--- config.mk ---
export PLATFORM = sky130hd
export DESIGN_NAME = gpr_dump
export DESIGN_NICKNAME = d
export VERILOG_FILES = /design/src/rtl/cpu_defs.sv /design/src/rtl/gpr_dump.sv
export SDC_FILE = /design/constraint.sdc
export NUM_CORES = 1
export LEC_CHECK = 0
export ABC_AREA = 1
export BUFFER_PORTS_ARGS = -buffer_cell sky130_fd_sc_hd__clkbuf_2
export CAP_MARGIN = 20
export CORE_UTILIZATION = 41
export CTS_CLUSTER_DIAMETER = 60
export DETAILED_ROUTE_END_ITERATION = 12
export HOLD_SLACK_MARGIN = 0.15
export PLACE_DENSITY = 0.77
export SLEW_MARGIN = 25
export SYNTH_ARGS = -nofsm -noshare
export SYNTH_HDL_FRONTEND = slang
export SYNTH_SLANG_ARGS = --single-unit
--- constraint.sdc ---
create_clock -name clk -period 1.5 [get_ports clk]
set_clock_uncertainty 0.1 [all_clocks]
set_input_delay 0.075 -clock clk [delete_from_list [all_inputs] [get_ports clk]]
set_output_delay 0.075 -clock clk [all_outputs]
set_load 0.1 [all_outputs]
--- src/rtl/cpu_defs.sv ---
// Shared CPU constants: GPR geometry and the register-dump FSM state encoding.
package cpu_defs;

  localparam int unsigned GPR_ADDR_W = 5;
  localparam int unsigned DATA_W     = 32;

  typedef enum logic [1:0] {
    DUMP_IDLE = 2'd0,
    DUMP_READ = 2'd1,
    DUMP_SEND = 2'd2,
    DUMP_FIN  = 2'd3
  } dump_state_e;

endpackage

--- src/rtl/gpr_dump.sv ---
// Walks GPR[FIRST..LAST] through one read port and streams (index, value) pairs
// over a valid/ready handshake. Read-only with respect to the register file.
module gpr_dump
  import cpu_defs::*;
#(
  parameter int unsigned DATA_W = cpu_defs::DATA_W,
  parameter int unsigned ADDR_W = GPR_ADDR_W,
  parameter int unsigned FIRST  = 0,
  parameter int unsigned LAST   = 31
) (
  input  logic              clk,
  input  logic              reset,
  input  logic              start,
  input  logic              abort,
  output logic [ADDR_W-1:0] rd_addr,
  input  logic [DATA_W-1:0] rd_data,
  output logic              out_valid,
  input  logic              out_ready,
  output logic [ADDR_W-1:0] out_addr,
  output logic [DATA_W-1:0] out_data,
  output logic              busy,
  output logic              done
);

  if (FIRST > LAST) begin : g_bad_range
    $error("gpr_dump: FIRST must not exceed LAST");
  end
  if (LAST >= (1 << ADDR_W)) begin : g_bad_last
    $error("gpr_dump: LAST does not fit in ADDR_W bits");
  end

  localparam logic [ADDR_W-1:0] FirstIdx = ADDR_W'(FIRST);
  localparam logic [ADDR_W-1:0] LastIdx  = ADDR_W'(LAST);

  dump_state_e       state_q, state_d;
  logic [ADDR_W-1:0] idx_q, idx_d;
  logic              valid_q, valid_d;
  logic [ADDR_W-1:0] oaddr_q, oaddr_d;
  logic [DATA_W-1:0] odata_q, odata_d;

  always_comb begin
    state_d = state_q;
    idx_d   = idx_q;
    valid_d = valid_q;
    oaddr_d = oaddr_q;
    odata_d = odata_q;
    unique case (state_q)
      DUMP_IDLE: begin
        idx_d = FirstIdx;
        if (start) state_d = DUMP_READ;
      end
      DUMP_READ: begin
        if (abort) begin
          state_d = DUMP_IDLE;
          idx_d   = FirstIdx;
          valid_d = 1'b0;
        end else begin
          odata_d = rd_data;
          oaddr_d = idx_q;
          valid_d = 1'b1;
          state_d = DUMP_SEND;
        end
      end
      DUMP_SEND: begin
        // Abort beats a simultaneous handshake: the word is treated as undelivered.
        if (abort) begin
          state_d = DUMP_IDLE;
          idx_d   = FirstIdx;
          valid_d = 1'b0;
        end else if (valid_q && out_ready) begin
          valid_d = 1'b0;
          if (idx_q == LastIdx) begin
            state_d = DUMP_FIN;
          end else begin
            idx_d   = idx_q + ADDR_W'(1);
            state_d = DUMP_READ;
          end
        end
      end
      DUMP_FIN: begin
        // Park the index on FIRST so rd_addr shows FIRST while idle.
        idx_d   = FirstIdx;
        state_d = DUMP_IDLE;
      end
      default: begin
        idx_d   = FirstIdx;
        valid_d = 1'b0;
        state_d = DUMP_IDLE;
      end
    endcase
  end

  always_ff @(posedge clk) begin
    if (!reset) begin
      state_q <= DUMP_IDLE;
      idx_q   <= FirstIdx;
      valid_q <= 1'b0;
      oaddr_q <= '0;
      odata_q <= '0;
    end else begin
      state_q <= state_d;
      idx_q   <= idx_d;
      valid_q <= valid_d;
      oaddr_q <= oaddr_d;
      odata_q <= odata_d;
    end
  end

  assign rd_addr   = idx_q;
  assign out_valid = valid_q;
  assign out_addr  = oaddr_q;
  assign out_data  = odata_q;
  assign busy      = (state_q != DUMP_IDLE);
  assign done      = (state_q == DUMP_FIN);

endmodule

After elaboration in Yosys (flattened, before gate mapping):

Index checks and enable logic that the tools add are counted.

* flip-flop bits (word level): 45
* word-level logic and storage cells: 39
* bits of input ports: 37

* multiplexer cells: 15
* bitwise gates (word level): 1
* equal/unequal tests: 8
* reductions and logical operators: 9
* $add $sub $neg: 1

Operators by type and width (count)
* $mux 5: 4
* $pmux 5 s3: 1
* $mux 2: 5
* $pmux 2 s4: 1
* $ne 3x3->1 const B: 2
* $reduce_and 2->1: 3
* $add 5x1->5 const B: 1
* $eq 5x5->1 const B: 1
* $eq 2x2->1 const B: 2
* $ne 2x2->1 const B: 2
* $reduce_bool 2->1: 2
* $mux 1: 3
* $reduce_and 3->1: 1
* $eq 2x1->1 const B: 1
* $logic_not 2->1: 1
* $pmux 1 s2: 1
* $reduce_or 2->1: 1
* $logic_and 1x1->1: 1
* $not 1->1: 1

Depth between registers and ports, before layout:

* depth after elaboration: 5
* mapped depth: 10
* mapped depth without buffers: 10

Least setup slack after synthesis:

Ideal clock, no wire load.

* kind: register to register
* from: register idx_q[0] (netlist: rd_addr[0])
* to: register idx_q[1] (netlist: rd_addr[1])
* data required time: 1.283 ns
* cell stages (with the launch flop): 11
* clock period less this slack: 2.355 ns
* arrival time: 2.138 ns
* library setup time: 0.117 ns
* setup slack: -0.855 ns
* path through: dfxtp_1 ha_1 nand2_1 nor2_1 ha_1 nand3b_1 nand2_4 nand2_2 inv_1 nor2_1 nor2_1

* longest elaborated chain between the ends: 5
* elaborated cells between the ends (all ways): 8
* those cells by class: add/sub (1); eq/ne (2); mux (4); reduce/logical (1)

Ends and longest elaborated chain
* from (decl): RTL line gpr_dump.sv:36 `logic [ADDR_W-1:0] idx_q, idx_d;`
* from (signal assigned): RTL line gpr_dump.sv:96 `idx_q <= FirstIdx;`
* from (signal assigned): RTL line gpr_dump.sv:102 `idx_q <= idx_d;`
* $add 5x1->5: RTL line gpr_dump.sv:75 `idx_d = idx_q + ADDR_W'(1);`
* $mux 5: RTL line gpr_dump.sv:72 `if (idx_q == LastIdx) begin`
* $mux 5: RTL line gpr_dump.sv:70 `end else if (valid_q && out_ready) begin`
* $mux 5: RTL line gpr_dump.sv:66 `if (abort) begin`
* $pmux 5 s3: RTL line gpr_dump.sv:47 `unique case (state_q)`

Several ways; a longest one is shown, not always the timed one. The select of a mux whose other input is x is not followed.
A chain may end at the register's enable or synchronous reset.

Worst setup path in the final report:

* from: register idx_q[1] (netlist: rd_addr[1])
* to: register idx_q[4] (netlist: rd_addr[4])

Same word-level chain as after synthesis.

==> reports/metrics.yaml <==
finish:
  final_cells: 398
  layout_commonest_cell: "clkbuf_2"
  fillers: 348
  diodes: 0
  finalInstanceArea_mm2: 0.00272
  seq_area_um2: 918
  multi_input_area_um2: 773
  synthToLayoutAreaGrowth_pct: 57.8
  drive_above_1_share_pct: 34.5
  mostFrequentLayoutCells: "79 x clkbuf_2, 76 x nor2_1, 39 x dfxtp_1"
  fin_nets: 386
pwr:
  internal_power_uw: 1830
  p_total_uw: 3110
  p_comb_share_pct: 33.6
  p_sw_share_pct: 41.1
  peakVddDrop_v: 0.000708
  seqPwrFrac_pct: 42.4
  p_clk_share_pct: 24.0
  power.density_mw_per_mm2: 1140
  leakage_uw: 0.00137
  p_switching_uw: 1280
global_route:
  grt.busiest_layer: "met2"
  grt_pass1_vias: 1741
  grt_usage_pct: 22.6
  grt_use_met2_pct: 38.6
  grt_first_pass_wirelength_um: 7480
  grt_max_degree: 23
  grt_use_met1_pct: 24.8
  grt_util_met3_pct: 7.19
  grt.overflow.total: 0
  antenna_found_initial: 0
place:
  pre_cts_ws_ns: -0.0329
  dp_hpwl_um: 2920
  numPortBuffers: 81
  routabilityCongestion: 0.828
  dpl-instance-area_mm2: 0.00224
  dp.cells: 354
die:
  die-width_um: 66.9
  dieArea_mm2: 0.00447
  row_count: 23
  initial_core_util_pct: 42.9
  die_h_um: 66.9
  core_area_mm2: 0.00403
  ios: 82
yosys:
  synth_nets: 265
  syn_area_mm2: 0.00173
  synth_cell_types: 20
  synthArstFlopShare_pct: 0
  synth.area.top_cells: "dfxtp_1 52%, nor2_1 17%, o21ai_0 11%"
  synth_top_area_share_pct: 52.2
  postSynthAreaPerCell_um2: 7.64
  ys_warn_count: 0
  seq_area_frac_synth_pct: 52.2
  postSynthCellCount: 226
  ys_ff_latch: 45
  synth_edf_count: 0
  dominantRegCellSynth: "dfxtp_1"
  synth_top_cell_by_area: "dfxtp_1"
route:
  vias: 1930
  post_drt_via_cell_ratio: 4.85
  drt-wirelength-per-cell_um: 12.5
  routed_wl_um: 4960
  drt-initial-drc-count: 112
  route.detailed.drc: 0
  ant_nets: 0
  dr.pass1.iters: 4
timing:
  rsz0062_at_grt: "true"
  finalSetupViolations: 2
  finalCriticalPeriod_ns: 1.52
  max_freq_mhz: 656
  worst_pin_slew_ns: 0.565
  slew_violations: 0
  slew-limit-headroom_pct: 62.5
  setup_ws_ns: -0.0241
  hold_viol: 0
  final.period_utilization_pct: 102
cts:
  ctsRootBufferMaster: "clkbuf_8"
  cts_buffer_depth: 2
  post-cts-setup-buffers: 0
  insertion_delay_ns: 0.30
  clkTransAtPathRegs_ns: 0.09
  cts.sinks: 45
  cts_made_buffers: 5
  htreeDepth: 2
  cts_tree: "built"
worst_setup_path:
  reg2reg_slack_ns: -0.02
  rr_worst_depth: 10
  path_class: "flop to flop"
  crit_path_max_fanout: 5
  crit_required_ns: 1.63
  arrival_ns: 1.65
  crit_path_end_kind: "flop"
  cp-start-kind: "flop"
min_path:
  hold_depth: 2
  hold_class: "flop to flop"
status:
  violations: "negative setup slack"
  run_status: "finished with violations"
flow_run:
  drv_cap: 0
==> cells in the mapped netlist, types with 2 or more instances <==
library cell / number
inv_2: 2
buf_6: 2
nand2_2: 2
nand4_1: 2
a21oi_1: 4
o21ai_0: 39
ha_1: 2
clkbuf_1: 5
buf_2: 5
inv_1: 10
nor2_1: 77
nand3_1: 7
nor2_4: 2
nand2_1: 17
dfxtp_1: 45
==> timing repair <==
action                                  CTS  global route
endpoints found under the setup margin    5             6
resized for setup                         5             5
hold endpoints to repair                 41             0
hold buffers                             36             0
pin swaps                                 7             2
cloned                                    0             0
==> worst paths after layout <==
path	from	end
setup reg to reg	rd_addr[1]	rd_addr[4]
hold / removal	rd_addr[3]	rd_addr[3]
hold reg to reg	rd_addr[3]	rd_addr[3]
setup / recovery	rd_addr[1]	rd_addr[4]
==> power by group through the flow <==
stage	Combinational, µW	Clock (µW)	Sequential [µW]
global placement	952	0	1340
finish	1040	745	1320
detailed placement	959	0	1340
global route	1090	835	1330
floorplan	203	0	1920
CTS	1040	772	1320
==> sequential cells by signal, indices dropped and copies added (netlist names) <==
name and count:
state_q 2, out_data 32, out_valid 1, out_addr 5, rd_addr 5
==> worst max-delay path, cell delays in order, from the launching register on <==
cell,delay [ns]
dfxtp_4,0.36
ha_4,0.16
nand2_4,0.07
nor2_4,0.04
ha_4,0.15
nand3b_1,0.18
nand2_4,0.11
nand2_4,0.08
nand2_2,0.06
nand2_1,0.04
nor2_1,0.10
==> per-stage QoR <==
stage	hold WS [ns]	TNS (ns)	util (%)
after floorplan	0.110	-0.909	-
after global placement	0.196	-0.00326	55.6
after detailed placement	0.203	-0.0593	55.6
after CTS	0.421	-0.0138	67.0
after global routing	0.412	-0.531	67.6
final	0.404	-0.0301	67.6
==> layout make-up <==
class                           instances  share of cell area [%]
Clock buffer                            6                    2.66
Clock inverter                          2                   0.505
Inverter                               12                    1.65
Multi-Input combinational cell        157                    28.4
Sequential cell                        45                    33.7
Tap cell                               50                    2.30
Timing Repair Buffer                  126                    30.8
==> layer usage <==
metal | part of all wire, % | wire length (µm)
met5 | 0 | 0
met4 | 2.6 | 127
met3 | 4.5 | 223
met2 | 53 | 2620
met1 | 40 | 1990
==> logic make-up (layout without fill, tap and decap cells) <==
group | count (synthesis) | after routing | share of synthesized area [%]
buf+inv | 24 | 146 | 6.45
simple gates | 110 | 110 | 26.6
flops | 45 | 45 | 52.2
fa+ha+maj | 2 | 2 | 1.45
compound gates | 45 | 45 | 13.3
Note: power is estimated with default switching activity, not from simulation.
